### src/rtl/seven_segment_scanner.sv
// seven_segment_scanner
//   Multiplexed driver for an NUM_DIGITS-digit common-anode seven-segment
//   display. It scans hex digits from a shadow register and supports
//   per-digit decimal points, PWM brightness and a one-cycle anti-ghosting
//   blank at the start of every digit slot.
//   Optional feature macro: SS_LEADING_ZERO_BLANK_EN (leading-zero blanking).
//   All outputs are registered, so pins lag the scan state by one cycle.
module seven_segment_scanner #(
  parameter int NUM_DIGITS = 8,
  parameter int SCAN_DIV   = 100_000,
  parameter int BRIGHT_W   = 4
) (
  input  logic                    clk_in,
  input  logic                    n_rst_in,
  input  logic [4*NUM_DIGITS-1:0] val_in,
  input  logic [NUM_DIGITS-1:0]   dp_in,
  input  logic                    load_in,
  input  logic [BRIGHT_W-1:0]     bright_in,
  output logic [6:0]              cat_out,
  output logic                    dp_out,
  output logic [NUM_DIGITS-1:0]   an_out
);

  localparam int SLOT_W = $clog2(SCAN_DIV);
  localparam int DIG_W  = (NUM_DIGITS > 1) ? $clog2(NUM_DIGITS) : 1;
  localparam logic [SLOT_W-1:0] SLOT_LAST = SLOT_W'(SCAN_DIV - 1);
  localparam logic [DIG_W-1:0]  DIG_LAST  = DIG_W'(NUM_DIGITS - 1);

  logic [SLOT_W-1:0]       slot_cnt;
  logic [DIG_W-1:0]        digit_idx;
  logic [4*NUM_DIGITS-1:0] val_shadow;
  logic [NUM_DIGITS-1:0]   dp_shadow;

  logic [3:0]              nib_sel;
  logic                    dp_sel;
  logic [BRIGHT_W-1:0]     pwm_phase;
  logic                    digit_blank;
  logic                    digit_lit;
  logic [6:0]              cat_next;
  logic [NUM_DIGITS-1:0]   an_next;

  // Slot timer and digit pointer: every SCAN_DIV cycles move to the next digit.
  always_ff @(posedge clk_in) begin
    if (!n_rst_in) begin
      slot_cnt  <= '0;
      digit_idx <= '0;
    end else if (slot_cnt == SLOT_LAST) begin
      slot_cnt  <= '0;
      digit_idx <= (digit_idx == DIG_LAST) ? '0 : digit_idx + 1'b1;
    end else begin
      slot_cnt <= slot_cnt + 1'b1;
    end
  end

  // Shadow register. load_in is a single-cycle strobe with no ready/backpressure:
  // whenever it is high at a clock edge val_in/dp_in are captured, and the
  // display only ever reads the captured copy.
  always_ff @(posedge clk_in) begin
    if (!n_rst_in) begin
      val_shadow <= '0;
      dp_shadow  <= '0;
    end else if (load_in) begin
      val_shadow <= val_in;
      dp_shadow  <= dp_in;
    end
  end

  // Pick the nibble and decimal-point bit of the digit currently scanned.
  always_comb begin
    nib_sel = 4'h0;
    dp_sel  = 1'b0;
    for (int i = 0; i < NUM_DIGITS; i++) begin
      if (digit_idx == DIG_W'(i)) begin
        nib_sel = val_shadow[4*i +: 4];
        dp_sel  = dp_shadow[i];
      end
    end
  end

`ifdef SS_LEADING_ZERO_BLANK_EN
  logic [DIG_W-1:0] lz_top;
  logic [DIG_W-1:0] lz_top_next;

  // Index of the most significant nonzero nibble of the incoming value (0 if all zero).
  always_comb begin
    lz_top_next = '0;
    for (int i = 1; i < NUM_DIGITS; i++) begin
      if (val_in[4*i +: 4] != 4'h0) lz_top_next = DIG_W'(i);
    end
  end

  // Captured alongside the shadow so blanking always matches the displayed value.
  always_ff @(posedge clk_in) begin
    if (!n_rst_in) begin
      lz_top <= '0;
    end else if (load_in) begin
      lz_top <= lz_top_next;
    end
  end

  // Digits above the top nonzero one stay dark unless their decimal point is on.
  assign digit_blank = (digit_idx > lz_top) && !dp_sel;
`else
  assign digit_blank = 1'b0;
`endif

  // PWM phase restarts right after the blank cycle of each slot.
  assign pwm_phase = BRIGHT_W'(slot_cnt - 1'b1);
  assign digit_lit = (slot_cnt != '0) && (pwm_phase < bright_in) && !digit_blank;

  // Drive the selected anode low only while the digit is lit.
  always_comb begin
    an_next = '1;
    for (int i = 0; i < NUM_DIGITS; i++) begin
      if (digit_idx == DIG_W'(i)) an_next[i] = ~digit_lit;
    end
  end

  // Hex glyph decode, active-low cathodes, bit0 = a ... bit6 = g.
  always_comb begin
    case (nib_sel)
      4'h0:    cat_next = 7'h40;
      4'h1:    cat_next = 7'h79;
      4'h2:    cat_next = 7'h24;
      4'h3:    cat_next = 7'h30;
      4'h4:    cat_next = 7'h19;
      4'h5:    cat_next = 7'h12;
      4'h6:    cat_next = 7'h02;
      4'h7:    cat_next = 7'h78;
      4'h8:    cat_next = 7'h00;
      4'h9:    cat_next = 7'h10;
      4'hA:    cat_next = 7'h08;
      4'hB:    cat_next = 7'h03;
      4'hC:    cat_next = 7'h46;
      4'hD:    cat_next = 7'h21;
      4'hE:    cat_next = 7'h06;
      default: cat_next = 7'h0E;
    endcase
  end

  // Output registers; reset forces every segment and anode off.
  always_ff @(posedge clk_in) begin
    if (!n_rst_in) begin
      an_out  <= '1;
      cat_out <= 7'h7F;
      dp_out  <= 1'b1;
    end else begin
      an_out  <= an_next;
      cat_out <= cat_next;
      dp_out  <= ~dp_sel;
    end
  end

endmodule

### config.mk
export PLATFORM = sky130hd
export DESIGN_NAME = seven_segment_scanner
export DESIGN_NICKNAME = d
export VERILOG_FILES = /design/src/rtl/seven_segment_scanner.sv
export SDC_FILE = /design/constraint.sdc
export NUM_CORES = 1
export LEC_CHECK = 0
export CAP_MARGIN = 20
export CORE_ASPECT_RATIO = 0.6
export CORE_MARGIN = 5
export CORE_UTILIZATION = 37
export DETAILED_ROUTE_END_ITERATION = 6
export GPL_TIMING_DRIVEN = 1
export PLACE_DENSITY = 0.6
export SLEW_MARGIN = 20
export SYNTH_ARGS = -nofsm -noshare
export SYNTH_HDL_FRONTEND = slang
export SYNTH_SLANG_ARGS = --single-unit
### constraint.sdc
create_clock -name clk_in -period 3 [get_ports clk_in]
set_clock_uncertainty 0.05 [all_clocks]
set_input_delay 0.6 -clock clk_in [delete_from_list [all_inputs] [get_ports clk_in]]
set_output_delay 0.6 -clock clk_in [all_outputs]
set_load 0.01 [all_outputs]
# Word-level counts from Yosys, hierarchy flattened
# Memories as Yosys holds them, arrays and structs flattened. A register that Yosys moved wholly into a read port is not among the register bits.
# Cells that the tools add are included.
# Widths: inputs -> output; s select.
[classes]
n_addsub = 3
reduce_logical = 13
mux = 17
bitwise = 3
eq_ne = 8
magnitude_cmp = 1
[ops]
columns = ["operator", "count"]
rows = [
  ["$mux 4", 8],
  ["$add 17x1->17 const B", 1],
  ["$eq 17x17->1 const B", 1],
  ["$reduce_bool 17->1", 1],
  ["$reduce_and 2->1", 8],
  ["$eq 3x3->1 const B", 4],
  ["$mux 1", 8],
  ["$eq 3x2->1 const B", 2],
  ["$lt 4x4->1", 1],
  ["$sub 4x1->4 const B", 1],
  ["$add 3x1->3 const B", 1],
  ["$eq 3x1->1 const B", 1],
  ["$logic_not 3->1", 1],
  ["$mux 3", 1],
  ["$not 1->1", 3],
  ["$reduce_or 2->1", 1],
  ["$logic_and 1x1->1", 1],
  ["$logic_not 1->1", 1],
]
[word_totals]
romBits = 112
memories = 1
elab_cells = 59
reg_bits = 69
out_inout_bits = 16
[mem_list]
columns = ["memory", "depth", "word_bits", "rd", "rd_ports_with_merged_regs", "wr", "line", "source"]
rows = [
  ["(name not given)", 16, 7, 1, 1, 0, "121", "case (nib_sel)"],
]

# Depth between registers and ports, before layout
[logic_depth]
word_depth = 10
mapped_depth = 14
depth_no_buf = 12

# Worst setup path before layout
# OpenSTA, ideal clock, no wires.
[synth_path]
path_kind = "register -> register"
startpoint = "register digit_idx[2]"
endpoint = "register cat_out[3]"
required_time_ns = 2.816
path_buffers = 2
arrival_ns = 2.470
path_slack_ns = 0.346
setup_ns = 0.134
stages_incl_launch_ff = 14
path_cell_list = "dfxtp_1 > buf_6 > inv_1 > ha_1 > buf_2 > or2_4 > a21oi_1 > a211oi_1 > o21ai_1 > inv_1 > ha_1 > a21oi_1 > a2111oi_0 > a31oi_1"
[synth_via]
elab_chain_len = 9
elab_cells_between_ends = 16
cone_classes = "eq/ne (7); mux (8); reduce/logical (1)"
[synth_rtl]
columns = ["item", "line", "source"]
rows = [
  ["start: declaration", "30", "logic [DIG_W-1:0] digit_idx;"],
  ["start signal: assignment", "49", "digit_idx <= (digit_idx == DIG_LAST) ? '0 : digit_idx + 1'b1;"],
  ["$logic_not 3->1", "73", "if (digit_idx == DIG_W'(i)) begin"],
  ["$mux 4 (7 in series)", "73", ""],
  ["$mux 4 *", "73", ""],
  ["end: declaration", "19", "output logic [6:0] cat_out,"],
]
# Mark *: on every way between the ends. The rest lies on a longest branch, timed or not.
# A chain may end at the register's enable or synchronous reset.

# Worst setup path in the final report
[layout_path]
startpoint = "register digit_idx[0]"
endpoint = "register cat_out[0]"
# Same word-level chain as after synthesis.

==> metrics.txt <==
outcome complete, no violations; num rows 28; hold_buf cts 0; DR vias/cell 4.918; Cell Area, Synth roughly 3700 µm²; Fin Setup TNS 0 ns; worst reg2reg path depth 10; Critical Path Sink cat_out[0]$_SDFF_PN1_; CTS sink cnt 76; Critical Path Most Common Cell ha_1; nature of the critical path endpoint register; chip height 87.16 µm; max_cap viols 0; Synth Instances 400; nets@finish 525; met3 Resource Use GR 4.827%; CTS tree done; grt ovf 0; Root Buffer clkbuf_16; Worst Tran Pin Value 0.6657 ns; DRC viols 0; Initial DRT Pass Iterations 5; # fillers 910; worst min-delay path class reg -> reg; # H-tree levels 3; IO buf count 62; largest net degree at the start of global routing 24; Tcrit/Tclk final between 90% and 100%; crit path from digit_idx[0]$_SDFFE_PN0P_; global route hottest layer met1; WP data arrival 2.90 ns; initial antenna violation count 0; ant diodes 0; worst-path maximum fanout 9; worst path required time 3.15 ns; slowest CP cell o41ai_1; Syn Area/Cell between 9 and 10 µm²; die width 138.6 µm; Worst IR Drop VDD 0.0002665 V; PD cells 525.0 nW/µm²; 1st-iter DRT viols 216; hold path depth 2; first-pass GRT wire length 14.84 mm; P_leak ~1.9 nW; reg2reg start digit_idx[0]$_SDFFE_PN0P_; Synth async-reset ratio 0%; later-pin clock latency in the skew report 0.33 ns; post-DP HPWL 6.780 mm; CTS Buf Count 9; die area 12080 µm²; FF+latch count, synth 76; RSZ-0062 raised after global routing false; drt wl/cell 14.76 µm; Achievable Freq 0.3638 GHz; share of the yosys chip area belonging to registers 41.45%; RR Endpoint cat_out[0]$_SDFF_PN1_; CP Launch Type register; Final ANT Viol Nets 0; clock-pin slew on the worst setup and hold paths 0.06 ns; share of cells above drive strength 1 about a tenth; effective utilization at floorplan 37.56%; CP max stage delay 0.45 ns; drt total wl 8.870 mm; Tmin final 2.749 ns; GR met2 Demand/Resource between 20 and 25%; met1 track demand over resource 23.83%; vias approximately 3000; final setup fails 0; GPL Wtd Cong slightly below 0.9; post-synth cell types 56; ys flop type dfxtp_1; Pwr Total 2.484 mW; P&R area growth vs syn 28.87%; Slew HR between 50% and 60%; CP Class reg -> reg; Max Root-Sink Buffers 2; placeable core area 9774 µm²; io pins 63; Final Max Tran Viols 0; worst path cell trace ha_1, ha_2, or2_4, a21oi_1, a211oi_1, o21ai_1, buf_4, ha_1, o41ai_1, nor3_1; Fin. Hold Viols 0; number of synthesized flops with an enable pin 0; Yosys warning count 0; Synthesized Nets 464; vias in the first global route 2863; Tot GR Track Use 15.49%; reg-to-reg setup timing slack 0.25 ns
-- worst min-delay path by stage --
stage,start,endpoint
3_5_place_dp,val_shadow[31]$_SDFFE_PN0P_,val_shadow[31]$_SDFFE_PN0P_
4_1_cts,val_shadow[8]$_SDFFE_PN0P_,val_shadow[8]$_SDFFE_PN0P_
2_1_floorplan,slot_cnt[0]$_SDFF_PP0_,slot_cnt[0]$_SDFF_PP0_
6_report,val_shadow[8]$_SDFFE_PN0P_,val_shadow[8]$_SDFFE_PN0P_
3_3_place_gp,dp_shadow[0]$_SDFFE_PN0P_,dp_shadow[0]$_SDFFE_PN0P_
5_1_grt,slot_cnt[0]$_SDFF_PP0_,slot_cnt[0]$_SDFF_PP0_
-- worst max-delay path, delay by kind of cell (launching register included) --
family,cells,cell delay (ns)
compound gates,4,0.97
fa+ha+maj,3,0.76
flops,1,0.40
simple gates,2,0.28
buf+inv,1,0.17
-- metrics by stage --
| step | util, % | hold WS (ns) | area (µm²) | worst slack [ns] | instances |
|---|---|---|---|---|---|
| final | 48.40 | 0.4469 | 4731 | 0.2511 | 601 |
| after CTS | 48.31 | 0.4488 | 4722 | 0.1738 | 601 |
| after floorplan | - | 0.3999 | 3671 | 0.3459 | 400 |
| after global placement | 45.10 | 0.4221 | 4408 | 0.3275 | 585 |
| after detailed placement | 45.10 | 0.4344 | 4408 | 0.2414 | 585 |
| after global routing | 48.40 | 0.4752 | 4731 | 0.09214 | 601 |
-- cells in the final DEF, fill, tap and decap left out, types with 11 or more instances in the layout --
cell type and instances:
a21oi_1 11, inv_1 24, nor2_1 66, clkdlybuf4s50_1 61, nand2_1 30, ha_1 14
buf_4 11, xor2_1 13, dfxtp_1 76, mux2i_1 47
-- sequential cells by signal, indices dropped and copies added, names as in the netlist --
signal	cells
dp_shadow	8
dp_out	1
cat_out	7
an_out	8
digit_idx	3
val_shadow	32
slot_cnt	17
-- final cells by class --
class                   count  area (µm²)  area share, %
repair buffers             74       718.2          15.18
clock inverters             3       43.79         0.9257
clock buffers              13       270.3          5.713
multi-input cells         276        1918          40.54
inverters                  24       90.09          1.904
flip-flops and latches     76        1521          32.16
well taps                 135       168.9          3.570
-- layer usage --
| layer | routed length (µm) | vias to the layer above |
|---|---|---|
| li1 | - | 1488 |
| met1 | 4974 | 1369 |
| met2 | 3291 | 91 |
| met3 | 519 | 8 |
| met4 | 84 | 0 |
| met5 | 0 | - |
-- repair_timing --
item	4_1_cts	5_1_grt
gates resized for setup	0	4
setup buffers	0	0
hold endpoints to repair	0	0
endpoints found under the setup margin	0	2
-- cells by family (layout without fill, tap and decap cells) --
| group | count (synthesis) | in the layout | share of synthesized area [%] |
|---|---|---|---|
| and+or+nand+nor | 143 | 143 | 18.44 |
| DFF | 76 | 76 | 41.45 |
| AOI/OAI and AO/OA | 51 | 51 | 10.50 |
| muxes | 48 | 48 | 13.22 |
| buffers and inverters | 48 | 114 | 6.544 |
| adders and majority gates | 17 | 17 | 5.794 |
| xor gates and xnor gates | 17 | 17 | 4.056 |
-- Yosys cell counts (2+ instances only) --
cell | count | area share (%)
nor2_1 | 66 | 6.7
dfxtp_1 | 76 | 41
inv_1 | 24 | 2.5
nand2b_1 | 2 | 0.34
buf_2 | 3 | 0.41
nand3_1 | 8 | 1.1
clkbuf_1 | 8 | 0.82
a21oi_1 | 11 | 1.5
xnor2_1 | 4 | 0.95
and3_1 | 2 | 0.34
nor3b_1 | 2 | 0.41
nor4_1 | 4 | 0.68
buf_6 | 5 | 1.5
nand2_1 | 30 | 3.1
a311oi_1 | 2 | 0.48
buf_1 | 3 | 0.31
o21ai_0 | 8 | 1.1
xor2_1 | 13 | 3.1
buf_4 | 5 | 1.0
nor3_1 | 7 | 0.95
and2_1 | 2 | 0.34
nand4_1 | 3 | 0.51
o21ai_1 | 2 | 0.27
mux2i_1 | 47 | 13
a2111oi_2 | 2 | 0.82
ha_1 | 17 | 5.8
nand3b_1 | 5 | 1.0
a211oi_1 | 3 | 0.61
a31oi_1 | 3 | 0.51
nor2b_1 | 4 | 0.68
a221oi_1 | 2 | 0.48
o22ai_1 | 2 | 0.34
a221oi_2 | 2 | 0.82
-- report_power, final --
group	total, mW	internal (mW)	switching, mW	leakage (nW)
Sequential	1.09	1.06	0.0309	0.624
Combinational	0.286	0.158	0.128	1.16
Clock	1.11	0.712	0.398	0.156
(Power assumes the default switching activity.)
